**src/rtl/memory_access_arbiter.sv**
```systemverilog
// memory_access_arbiter: round-robin write/read access to a bit storage with clear, acknowledge wait and timeout.
module memory_access_arbiter #(
  parameter int ROWINDEXBITS  = 4,
  parameter int COLINDEXBITS  = 4,
  parameter int TIMEOUTCYCLES = 64,
  parameter int ADDRBITS      = ROWINDEXBITS + COLINDEXBITS
) (
  input  logic                    clock,
  input  logic                    resetN,
  input  logic                    startClear,
  input  logic                    wrValid,
  input  logic [ADDRBITS-1:0]     wrAddress,
  output logic                    wrReady,
  input  logic                    rdValid,
  input  logic [ROWINDEXBITS-1:0] rdWordIndex,
  input  logic [COLINDEXBITS-1:0] rdLetterIndex,
  output logic                    rdReady,
  output logic                    rdDataValid,
  output logic                    rdData,
  output logic [ADDRBITS-1:0]     memAddress,
  output logic                    memNewAddress,
  output logic                    memClear,
  output logic                    memRead,
  input  logic                    memStorageReady,
  input  logic                    memReadReady,
  input  logic                    memStoredValue,
  output logic                    busy,
  output logic                    timeoutError
);
  typedef enum logic [2:0] {CLEAR, CLRWAIT, IDLE, WRITE, READ} state_t;
  localparam int CW = $clog2(TIMEOUTCYCLES + 1);
  state_t state, state_n;
  logic [CW-1:0] cnt;
  logic pref_wr, waiting, ack, expired, idle, grant_wr;
  always_comb begin
    waiting  = state == CLRWAIT || state == WRITE || state == READ;
    ack      = (state == READ) ? memReadReady : memStorageReady;
    expired  = waiting && !ack && cnt == CW'(TIMEOUTCYCLES - 1);
    idle     = state == IDLE && !startClear;
    grant_wr = wrValid && (!rdValid || pref_wr);
    wrReady  = idle && grant_wr;
    rdReady  = idle && rdValid && !grant_wr;
    state_n  = state == CLEAR ? CLRWAIT :
               state == IDLE  ? (startClear ? CLEAR : wrReady ? WRITE : rdReady ? READ : IDLE) :
               (ack || expired) ? IDLE : state;
  end
  always_ff @(posedge clock or negedge resetN) begin
    if (!resetN) begin
      state         <= CLEAR;
      cnt           <= '0;
      pref_wr       <= 1'b1;
      memAddress    <= '0;
      memNewAddress <= 1'b0;
      memClear      <= 1'b0;
      memRead       <= 1'b0;
      busy          <= 1'b0;
      rdDataValid   <= 1'b0;
      rdData        <= 1'b0;
      timeoutError  <= 1'b0;
    end else begin
      state         <= state_n;
      cnt           <= (waiting && state_n == state) ? cnt + 1'b1 : '0;
      memNewAddress <= wrReady;
      memClear      <= state == CLEAR;
      memRead       <= rdReady || (state == READ && state_n == READ);
      busy          <= state_n != IDLE;
      rdDataValid   <= state == READ && ack;
      timeoutError  <= (state == IDLE && startClear) ? 1'b0 : timeoutError | expired;
      if (state == READ && ack) rdData <= memStoredValue;
      if (wrReady) memAddress <= wrAddress;
      else if (rdReady) memAddress <= {rdWordIndex, rdLetterIndex};
      if (wrReady || rdReady) pref_wr <= rdReady;
    end
  end
endmodule

```
**config.mk**
```make
export PLATFORM = sky130hd
export DESIGN_NAME = memory_access_arbiter
export DESIGN_NICKNAME = d
export VERILOG_FILES = /design/src/rtl/memory_access_arbiter.sv
export SDC_FILE = /design/constraint.sdc
export NUM_CORES = 1
export LEC_CHECK = 0
export CAP_MARGIN = 10
export CORE_MARGIN = 1.5
export CORE_UTILIZATION = 40
export CTS_BUF_LIST = sky130_fd_sc_hd__clkbuf_16
export CTS_CLUSTER_DIAMETER = 150
export DETAILED_ROUTE_END_ITERATION = 12
export GPL_TIMING_DRIVEN = 0
export PLACE_DENSITY_LB_ADDON = 0.08
export SLEW_MARGIN = 0
export SYNTH_ARGS = -nofsm -noshare
export SYNTH_HDL_FRONTEND = slang
export SYNTH_SLANG_ARGS = --single-unit
```
**constraint.sdc**
```tcl
create_clock -name clock -period 2.4 [get_ports clock]
set_clock_uncertainty 0.2 [all_clocks]
set_input_delay 0.48 -clock clock [delete_from_list [all_inputs] [get_ports clock]]
set_output_delay 0.48 -clock clock [all_outputs]
set_load 0.02 [all_outputs]
```
After elaboration in Yosys (flattened, before gate mapping)
Cells that the tools add are included.
{"block": "totals", "register_bits": 26, "word_cells": 55, "ramBits": 0, "input_bits": 24, "rom_bits": 0, "latchBits": 0, "out_inout_bits": 17, "mem_count": 0}
{"block": "op_classes", "reduce_logical": 23, "n_div": 0, "magnitude_cmp": 0, "n_eq_ne": 8, "n_addsub": 1, "bitwise_logic": 1, "n_mux": 11, "n_shift": 0, "mul": 0}
{"op": "3-bit two-way mux", "count": 6}
{"op": "8-bit two-way mux", "count": 2}
{"op": "1-bit logical AND", "count": 11}
{"op": "7-bit by 1-bit adder with 7-bit output (second input constant)", "count": 1}
{"op": "7-bit by 6-bit equality test with 1-bit output (second input constant)", "count": 1}
{"op": "7-bit two-way mux", "count": 1}
{"op": "3-bit by 2-bit equality test with 1-bit output (second input constant)", "count": 2}
{"op": "3-bit equality test (second input constant)", "count": 2}
{"op": "1-bit logical OR", "count": 6}
{"op": "1-bit zero test", "count": 4}
{"op": "3-bit by 1-bit equality test with 1-bit output (second input constant)", "count": 1}
{"op": "3-bit equality test", "count": 1}
{"op": "3-bit zero test", "count": 1}
{"op": "3-bit by 2-bit inequality test with 1-bit output (second input constant)", "count": 1}
{"op": "1-bit two-way mux", "count": 2}
{"op": "2-bit nonzero test", "count": 1}
{"op": "1-bit OR", "count": 1}

Logic depth before layout (Yosys ltp)
Gate-level depths: netlist of the first run.
{"block": "logic_depth", "depth_word": 13, "depth_mapped": 5, "mapped_depth_nobuf": 5}

Worst setup path after synthesis of the first run
No wires, ideal clock.
{"block": "synth_timing", "path_kind": "register -> output", "start": "reg state[2]", "end": "out wrReady", "path_stages_with_launch": 5, "path_buffers": 1, "slack_ps": 430, "t_arrival_ps": 1290, "required_time_ps": 1720, "path_cell_list": "dfrtp_1 -> buf_6 -> nor4b_4 -> nand3_2 -> inv_1"}
{"block": "synth_via", "elab_chain_len": 3}
{"element": "start, declared", "line_no": "32", "text": "state_t state, state_n;"}
{"element": "start signal, assigned", "line_no": "61", "text": "state <= state_n;"}
{"element": "3-bit by 2-bit equality test with 1-bit output", "line_no": "39", "text": "idle = state == IDLE && !startClear;"}
{"element": "1-bit logical AND", "line_no": "39"}
{"element": "1-bit logical AND", "line_no": "41", "text": "wrReady = idle && grant_wr;"}
{"element": "end, declared", "line_no": "13", "text": "output logic wrReady,"}
No other way between the ends.

Final worst setup path of the first run
Same ends and word-level chain as after synthesis.

==> results of run 1 <==
layout by cell type (no fill, tap or decap), types with 2 or more instances in the layout:
master	count
a21oi_1	12
inv_1	11
nor3_1	2
dfrtp_1	25
xor2_1	3
buf_6	2
clkdlybuf4s50_1	37
nor2_1	8
o22ai_1	9
nand2_1	4
clkbuf_16	3
nand3_1	2
inv_2	2
a21o_1	2
nand3_4	2
nand2b_1	5
buf_4	6
power by group:
group / switching (mW) / internal (mW) / total, mW
Sequential: 0.0904 / 0.578 / 0.669
Clock: 0.145 / 0.223 / 0.368
Combinational: 0.395 / 0.386 / 0.781
Total: 0.630 / 1.19 / 1.82
synthesized netlist by cell type, drive strengths merged:
cell,number,share of area
xnor2,1,0.0075
nor4b,1,0.020
and2,1,0.0054
o21ba,1,0.0086
a21o,2,0.013
nor3,3,0.017
nand2b,5,0.027
buf,1,0.0096
o22ai,9,0.048
o211a,1,0.0086
o211ai,1,0.011
inv,13,0.042
a41oi,1,0.0075
xor2,3,0.022
or2,1,0.0054
and3,1,0.0054
nand3,4,0.026
o21ai,2,0.0086
nor2,8,0.026
dfstp,1,0.022
a21oi,12,0.051
a211o,1,0.0075
mux2,1,0.0096
a31oi,1,0.0054
dfrtp,25,0.54
nand2,4,0.013
o41ai,1,0.014
ha,1,0.011
a221oi,1,0.013
cell families after synthesis:
kind of cell,count (synthesis),share of synthesized area
AO/OA/AOI/OAI,33,0.196
buffers and inverters,14,0.0514
multiplexers,1,0.00964
AND/OR/NAND/NOR,28,0.145
flip-flops,26,0.558
adder cells (fa/ha/maj),1,0.0107
XOR/XNOR,4,0.0300
final cells by class:
cell class	count	area share
timing repair buffer	47	0.264
clock inverter	1	0.00212
clock buffer	3	0.0424
tap	31	0.0219
multi-input combinational	67	0.267
inverter	13	0.0276
sequential	26	0.368
buffer	1	0.00636
how the worst min path moves through the flow:
stage / to / slack [ps] / cells after the start
after floorplan: busy$_DFF_PN0_ / -20 / 0
after global placement: cnt[0]$_DFF_PN0_ / 250 / 1
after detailed placement: cnt[0]$_DFF_PN0_ / 250 / 1
after CTS: cnt[0]$_DFF_PN0_ / 260 / 1
after global routing: cnt[0]$_DFF_PN0_ / 290 / 1
final: cnt[0]$_DFF_PN0_ / 260 / 1
state kept, by name, indices dropped and copies added (netlist names):
| name | flops |
|---|---|
| busy | 1 |
| cnt | 7 |
| memAddress | 8 |
| memClear | 1 |
| memNewAddress | 1 |
| memRead | 1 |
| pref_wr | 1 |
| rdData | 1 |
| rdDataValid | 1 |
| state | 3 |
| timeoutError | 1 |
through the flow:
step | hold WS (ps) | std cells | setup slack, ps | setup TNS [ps] | util
floorplan | -15.6 | 107 | 430 | 0 | -
global placement | 246 | 178 | -733 | -1460 | 0.583
detailed placement | 254 | 178 | -746 | -1480 | 0.583
CTS | 262 | 187 | 78.4 | 0 | 0.627
global route | 285 | 189 | 12.8 | 0 | 0.642
finish | 259 | 189 | 95.1 | 0 | 0.642
routing by layer:
| layer | track usage | vias to the layer above | wire length (um) |
|---|---|---|---|
| li1 | - | 476 | - |
| met1 | 0.210 | 466 | 1120 |
| met2 | 0.297 | 30 | 1310 |
| met3 | 0.0431 | 5 | 149 |
| met4 | 0.0797 | 0 | 48 |
| met5 | 0 | - | 0 |
repair_timing:
action | 4_1_cts | 5_1_grt
setup buffers | 5 | 1
hold buffers | 0 | 0
gates resized for setup | 13 | 2
endpoints found under the setup margin | 2 | 2
pin swaps | 1 | 1
worst max-delay path, cell delays in order, from the launching register on:
cell     delay [ps]
dfrtp_1         370
buf_6           140
nor4b_4         300
buf_4           160
buf_4           110
nand3_4          80
inv_2            80
buf_6           110
==> summary.md, run 1 <==
| Metric | Value |
|---|---|
| Status | complete, no violations |
| Crit path max fanout | 8 |
| Synthesized area | 1170 sq um |
| Worst r2r path cells | 8 |
| Post-detail-place hpwl | 1880 um |
| Total number of H-tree levels | 1 |
| Slew headroom | 0.597 |
| Worst r2r dst | memAddress[3]$_DFFE_PN0P_ |
| Avg Synthesized Cell Area | 10.9 sq um |
| P_leak | 0.820 nW |
| Area grow syn2layout | 51.4% |
| Final Cell Area | 1770 sq um |
| Vias in the first global route | 969 |
| RSZ-0062 raised after global routing | no |
| Mapped Nets | 132 |
| Die height | between 50 and 60 um |
| Clock buffer depth | 2 |
| #FFs+latches synth | 26 |
| Total Die Area | 3250 sq um |
| Pin count of the biggest net entering global routing | 27 |
| Worst min-delay path class | flip-flop to flip-flop |
| CTS buffer count | 3 |
| Grt ovf | 0 |
| Routed via count | 977 |
| # setup viols final | 0 |
| Post-route ant nets | 0 |
| Pwr Density | 1030 nW/um^2 |
| Post-synthesis cell type count | 32 |
| DRC viols | 0 |
| Total GRT Usage | 0.175 |
| Crit end category | output port |
| Std-Cell Rows | 19 |
| Layout cell share with drive strength beyond 1 | 0.158 |
| CP startpoint | state[2]$_DFF_PN0_ |
| CTS root buf | clkbuf_16 |
| # IOs | 41 |
| Starting DRT DRC Count | 17 |
| Critical Path RT | 1720 ps |
| CP arrival | 1620 ps |
| FMAX | 434 MHz |
| Sequential area share after synthesis | 0.558 |
| Initial Util | 0.424 |
| Peak supply drop | 0.000662 V |
| Tightest Pin Transition | around 600 ps |
| Total Wirelength | 2630 um |
| CTS tree | yes |
| Clock slew at reported path FFs | 60 ps |
| Tot Pwr | 1.82 mW |
| Hold_sp | cnt[0]$_DFF_PN0_ |
| Wire per inst | 13.9 um |
| Placed Instance Area | 1610 sq um |
| Drt pass-1 iters | 4 |
| Initial antenna violation count | 0 |
| Final count of hold timing violations | 0 |
| Clk_lat worst skew | 260 ps |
| First-pass GRT wire length | 4350 um |
| Antenna cells | 0 |
| Vias per cell | approximately 5.2 |
| # fillers | 236 |
| CP Launch Type | flip-flop |
| Setup crit end | wrReady |
| Buffers on Ports | 40 |
| Area of the core | 2760 sq um |
| Final worst-path cycle share | 0.960 |
| Synth warn | 0 |
| Max-Cap Viols | 0 |
| TritonCTS Sinks | 26 |
| R2R setup slack | between 400 and 500 ps |
| Min Tclk post-route | 2300 ps |
| Area of the multi-input gates | about 470 sq um |
| Layout Nets | around 180 |
| Fin. max-slew vios | 0 |
| Worst setup path class | flip-flop to output port |
| Cells after Synth | 107 |
| GPL Wtd Cong | 0.809 |
| Register area | 652 sq um |
| Die X | about 57 um |
| Reg-to-Reg Start | state[2]$_DFF_PN0_ |
(Power assumes the default switching activity.)
==> inputs of run 2 (changes only) <==
--- a/config.mk
+++ b/config.mk
@@ -13,6 +13,7 @@
 export DETAILED_ROUTE_END_ITERATION = 12
 export GPL_TIMING_DRIVEN = 0
 export PLACE_DENSITY_LB_ADDON = 0.08
+export REMOVE_ABC_BUFFERS = 1
 export SLEW_MARGIN = 0
 export SYNTH_ARGS = -nofsm -noshare
 export SYNTH_HDL_FRONTEND = slang
==> summary.md, run 2 (synthesized netlist as in run 1, its figures left out) <==
| Metric | Value |
|---|---|
| Layout Cells excl Fill | 190 |
| Max reg flops | 8 |
| Clock buffer depth | 2 |
| Critical Path RT | about 1700 ps |
| Layout cell share with drive strength beyond 1 | 0.170 |
| Final worst-path cycle share | 0.970 |
| CTS buffer count | 3 |
| Layout Nets | approximately 190 |
| Pin count of the biggest net entering global routing | 27 |
| Buffers on Ports | 40 |
| Crit end category | output port |
| Peak supply drop | 0.000728 V |
| Placed Instance Area | 1600 sq um |
| Worst path cell trace | dlygate4sd2_1 -> nor4b_4 -> buf_4 -> nand3_4 -> inv_2 -> clkdlybuf4s15_2 |
| Total Wirelength | 2560 um |
| Drt pass-1 iters | 4 |
| Cells after DPL | ~180 |
| Cell Int Power | about 1.2 mW |
| Most common cell after layout, fill and taps aside | clkdlybuf4s50_1 |
| Initial antenna violation count | 0 |
| Reg-to-Reg Start | cnt[0]$_DFF_PN0_ |
| Worst r2r path cells | 5 |
| Total number of H-tree levels | 1 |
| Pwr Density | around 1000 nW/um^2 |
| Switch share | 0.343 |
| R2R setup slack | ~500 ps |
| CP Launch Type | primary input |
| Critical path's slowest cell | dlygate4sd2_1 |
| Grt met2 use | 0.287 |
| CTS root buf | clkbuf_16 |
| GRT busiest layer | met2 |
| Initial Util | 0.424 |
| Final count of hold timing violations | 0 |
| Endpoint, Worst Hold | cnt[0]$_DFF_PN0_ |
| RSZ-0062 raised after global routing | no |
| Starting DRT DRC Count | 24 |
| Vias per cell | 5.22 |
| CP arrival | 1650 ps |
| Worst setup path class | primary input to output port |
| Area of the core | 2760 sq um |
| Post-detail-place hpwl | about 1800 um |
| # setup viols final | 0 |
| Tightest Pin Transition | 598 ps |
| Wire per inst | 13.5 um |
| Std-Cell Rows | 19 |
| Most flops, register | memAddress |
| Die X | 57.1 um |
| # IOs | 41 |
| DRC viols | 0 |
| Slew headroom | 0.599 |
| Switching pwr | 0.623 mW |
| TritonCTS Sinks | 26 |
| Hold_sp | cnt[0]$_DFF_PN0_ |
| Grt ovf | 0 |
| GR Util met3 | 0.0385 |
| Setup TNS | 0 ps |
| Total GRT Usage | 0.167 |
| First-pass GRT wire length | 4280 um |
| FMAX | 429 MHz |
| DP Worst Slack | -732 ps |
| Total Die Area | between 3000 and 4000 sq um |
| Min Hold Slack | about 270 ps |
| Area grow syn2layout | 52.1% |
| Comb pwr share | 0.433 |
| Die height | approximately 57 um |
| Routed via count | between 900 and 1000 |
| Worst r2r dst | busy$_DFF_PN0_ |
| Min Tclk post-route | 2330 ps |
| Highest-count cells in the layout ignoring fill and taps | clkdlybuf4s50_1 (36), dfrtp_1 (23), inv_1 (12), a21oi_1 (12), o22ai_1 (9) |
| Final WS setup | 70.8 ps |
| P_leak | between 0.8 and 0.9 nW |
| Sequential share of power | 0.369 |
| Antenna cells | 0 |
| GPL Wtd Cong | 0.835 |
| Clock share of power | 0.198 |
| M1 GR Usage | 0.210 |
| Final Cell Area | 1780 sq um |
| Worst min-delay path class | flip-flop to flip-flop |
| Biggest regs | memAddress: 8 flops, cnt: 7 flops, state: 3 flops |
| Fin. max-slew vios | 0 |
| Crit path max fanout | 9 |
| Status | complete, no violations |
| Clock slew at reported path FFs | 60 ps |
| Post-route ant nets | 0 |
| Clk_lat worst skew | 250 ps |
| CTS tree | yes |
| Hold path cells | 1 |
| Crit-path max cell delay | ~280 ps |
| Vias in the first global route | 994 |
| Max-Cap Viols | 0 |
[run 2: worst max-delay path: cells and delay by family]
family / cells / cell delay (ps)
buffers and inverters: 4 / 780
AND/OR/NAND/NOR: 2 / 380
[run 2: layout make-up]
cell class	instances	area, sq um
clock buffer	3	75.1
clock inverter	1	3.75
fill	243	980
inverter	13	48.8
multi-input combinational	67	472
sequential	26	654
tap	31	38.8
timing repair buffer	49	485
[run 2: worst max path at each step]
stage | depth (start not counted) | to | slack [ps] | start
after detailed placement | 5 | wrReady | -730 | startClear
final | 6 | wrReady | 70 | startClear
after floorplan | 3 | wrReady | 440 | state[2]$_DFF_PN0_
after CTS | 5 | wrReady | 10 | rdValid
after global placement | 5 | rdReady | -710 | startClear
after global routing | 6 | wrReady | 5 | startClear
[run 2: timing repair]
action                                  4_1_cts  5_1_grt
setup buffers                                 4        4
hold endpoints to repair                      0        0
resized for setup                            11        3
endpoints found under the setup margin        2        1
hold buffers                                  0        0
pin swaps                                     1        0
gates cloned                                  0        0
[run 2: metal layers]
metal,part of all wire,up-vias
li1,-,482
met1,0.45,480
met2,0.49,28
met3,0.048,2
met4,0.0086,0
met5,0,-
[run 2: per-stage QoR]
stage | util | power (mW)
floorplan | - | 1.08
global placement | 0.579 | 1.37
detailed placement | 0.579 | 1.39
CTS | 0.623 | 1.80
global route | 0.645 | 1.92
finish | 0.645 | 1.82
[run 2: power by group through the flow]
stage                     clock network [mW]  logic (mW)  registers, mW
after global placement                     0       0.692          0.682
after floorplan                            0       0.298          0.784
after CTS                              0.372       0.758          0.670
after detailed placement                   0       0.705          0.687
final                                  0.359       0.787          0.670
after global routing                   0.387       0.844          0.689
==> inputs of run 3 (changes only) <==
--- a/config.mk
+++ b/config.mk
@@ -7,7 +7,7 @@
 export LEC_CHECK = 0
 export CAP_MARGIN = 10
 export CORE_MARGIN = 1.5
-export CORE_UTILIZATION = 40
+export CORE_UTILIZATION = 44
 export CTS_BUF_LIST = sky130_fd_sc_hd__clkbuf_16
 export CTS_CLUSTER_DIAMETER = 150
 export DETAILED_ROUTE_END_ITERATION = 12
==> summary.md, run 3 (synthesized netlist as in run 1, its figures left out) <==
| Metric | Value |
|---|---|
| Die height | ~55 um |
| # IOs | just over 40 |
| Die X | 54.5 um |
| Critical Path RT | between 1500 and 2000 ps |
| Layout Nets | 187 |
| Vias per cell | 5.12 |
| Starting DRT DRC Count | 12 |
| Pwr Density | about 1000 nW/um^2 |
| Worst r2r path cells | 8 |
| Post-detail-place hpwl | 1810 um |
| Area grow syn2layout | 53.1% |
| # fillers | 180 |
| Vias in the first global route | 916 |
| Most common cell after layout, fill and taps aside | clkdlybuf4s50_1 |
| Layout cell share with drive strength beyond 1 | 0.193 |
| Routed via count | 978 |
| Drt pass-1 iters | 4 |
| GPL Wtd Cong | roughly 0.79 |
| Biggest regs | memAddress: 8 flops, cnt: 7 flops, state: 3 flops |
| Tightest Pin Transition | roughly 620 ps |
| Clk_lat worst skew | 260 ps |
| Pin count of the biggest net entering global routing | 27 |
| Hold_sp | cnt[0]$_DFF_PN0_ |
| Post-route ant nets | 0 |
| Max-Cap Viols | 0 |
| Area of the core | 2500 sq um |
| Highest-count cells in the layout ignoring fill and taps | clkdlybuf4s50_1 (37), dfrtp_1 (23), inv_1 (12), a21oi_1 (12), buf_4 (11) |
| Clock slew at reported path FFs | 60 ps |
| Antenna cells | 0 |
| Peak supply drop | 0.000802 V |
| Fin. max-slew vios | 0 |
| Hold path cells | 1 |
| Initial antenna violation count | 0 |
| CP dominant cell by count | buf_4 |
| Initial Util | 0.467 |
| Tot Pwr | 1.83 mW |
| Total Die Area | 2970 sq um |
| Status | complete, no violations |
| Crit path max fanout | 8 |
| Total Wirelength | 2650 um |
| Grt ovf | 0 |
| Hold-fix buffers, CTS | 0 |
| CP Launch Type | primary input |
| CTS buffer count | 3 |
| Worst min-delay path class | flip-flop to flip-flop |
| Crit end category | output port |
| # setup viols final | 0 |
| Endpoint, Worst Hold | cnt[0]$_DFF_PN0_ |
| Wire per inst | around 14 um |
| Worst setup path class | primary input to output port |
| CP arrival | between 1500 and 2000 ps |
| DRC viols | 0 |
| TritonCTS Sinks | 26 |
| Slew headroom | 0.583 |
| CTS root buf | clkbuf_16 |
| Util after Layout | 0.716 |
| R2R setup slack | 470 ps |
| Final count of hold timing violations | 0 |
| Worst r2r dst | memAddress[3]$_DFFE_PN0P_ |
| Critical path's slowest cell | nor4b_4 |
| Most flops, register | memAddress |
| Min Hold Slack | 265 ps |
| Worst path cell trace | clkdlybuf4s15_1 -> nor4b_4 -> buf_4 -> buf_4 -> nand3_4 -> inv_2 -> buf_4 |
| First-pass GRT wire length | 4070 um |
| Total number of H-tree levels | 1 |
| Buffers on Ports | 40 |
| P_leak | 0.833 nW |
| Min Tclk post-route | 2340 ps |
| Crit-path max cell delay | 330 ps |
| Total GRT Usage | 0.198 |
| Final worst-path cycle share | 0.973 |
| Clock buffer depth | 2 |
| CTS tree | yes |
| Std-Cell Rows | 18 |
| CP startpoint | startClear |
| Reg-to-Reg Start | state[0]$_DFF_PN0_ |
| Max reg flops | 8 |
| FMAX | 428 MHz |
==> run 3: cell types whose count changed in the layout (fill, tap and decap cells not counted), sizes merged <==
| cell | previous run | this run |
|---|---|---|
| buf | 10 | 13 |
| clkdlybuf4s50 | 36 | 37 |
| clkinv | 1 | 0 |
| dlygate4sd2 | 1 | 0 |
| dlymetal6s2s | 1 | 0 |
| inv | 13 | 14 |
==> run 3: how the worst max path moves through the flow <==
stage,end,slack (ps),cells after the start
after floorplan,wrReady,440,3
final,wrReady,60,7
after detailed placement,wrReady,-760,5
after global routing,wrReady,-8,7
after global placement,wrReady,-720,5
after CTS,rdReady,5,6
==> run 3: worst max-delay path: cells and delay by family <==
| kind | cells | cell delay (ps) |
|---|---|---|
| buffers and inverters | 5 | 730 |
| and+or+nand+nor | 2 | 440 |
==> run 3: report_power, final <==
| part | total, mW | leakage [nW] | switching, mW | internal (mW) |
|---|---|---|---|---|
| clock network | 0.368 | 0.0423 | 0.145 | 0.223 |
| registers | 0.681 | 0.318 | 0.0990 | 0.582 |
| logic | 0.780 | 0.473 | 0.391 | 0.389 |
==> run 3: metal layers <==
metal	wire [um]	GRT usage
met3	111	0.0383
met4	53	0.100
met5	0	0
met1	1160	0.246
met2	1320	0.327
==> run 3: final cells by class <==
| class | count | area, sq um | share of cell area |
|---|---|---|---|
| flip-flops and latches | 26 | 654 | 0.366 |
| repair buffers | 51 | 495 | 0.277 |
| multi-input cells | 67 | 474 | 0.265 |
| clock buffers | 3 | 75.1 | 0.0420 |
| inverters | 13 | 48.8 | 0.0273 |
| well taps | 30 | 37.5 | 0.0210 |
| clock inverters | 1 | 3.75 | 0.00210 |
==> run 3: timing repair <==
action,4_1_cts,5_1_grt
endpoints found under the setup margin,2,2
gates resized for setup,12,6
setup buffers,5,5
pin swaps,1,1
==> run 3: metrics by stage <==
step                worst slack [ps]  setup TNS [ps]  std cells  cell area [sq um]
global route                   -8.23           -8.23        191               1790
detailed placement              -757           -1510        176               1600
global placement                -723           -1440        176               1600
finish                          64.9               0        191               1790
floorplan                        438               0        106               1160
CTS                             5.10               0        185               1720
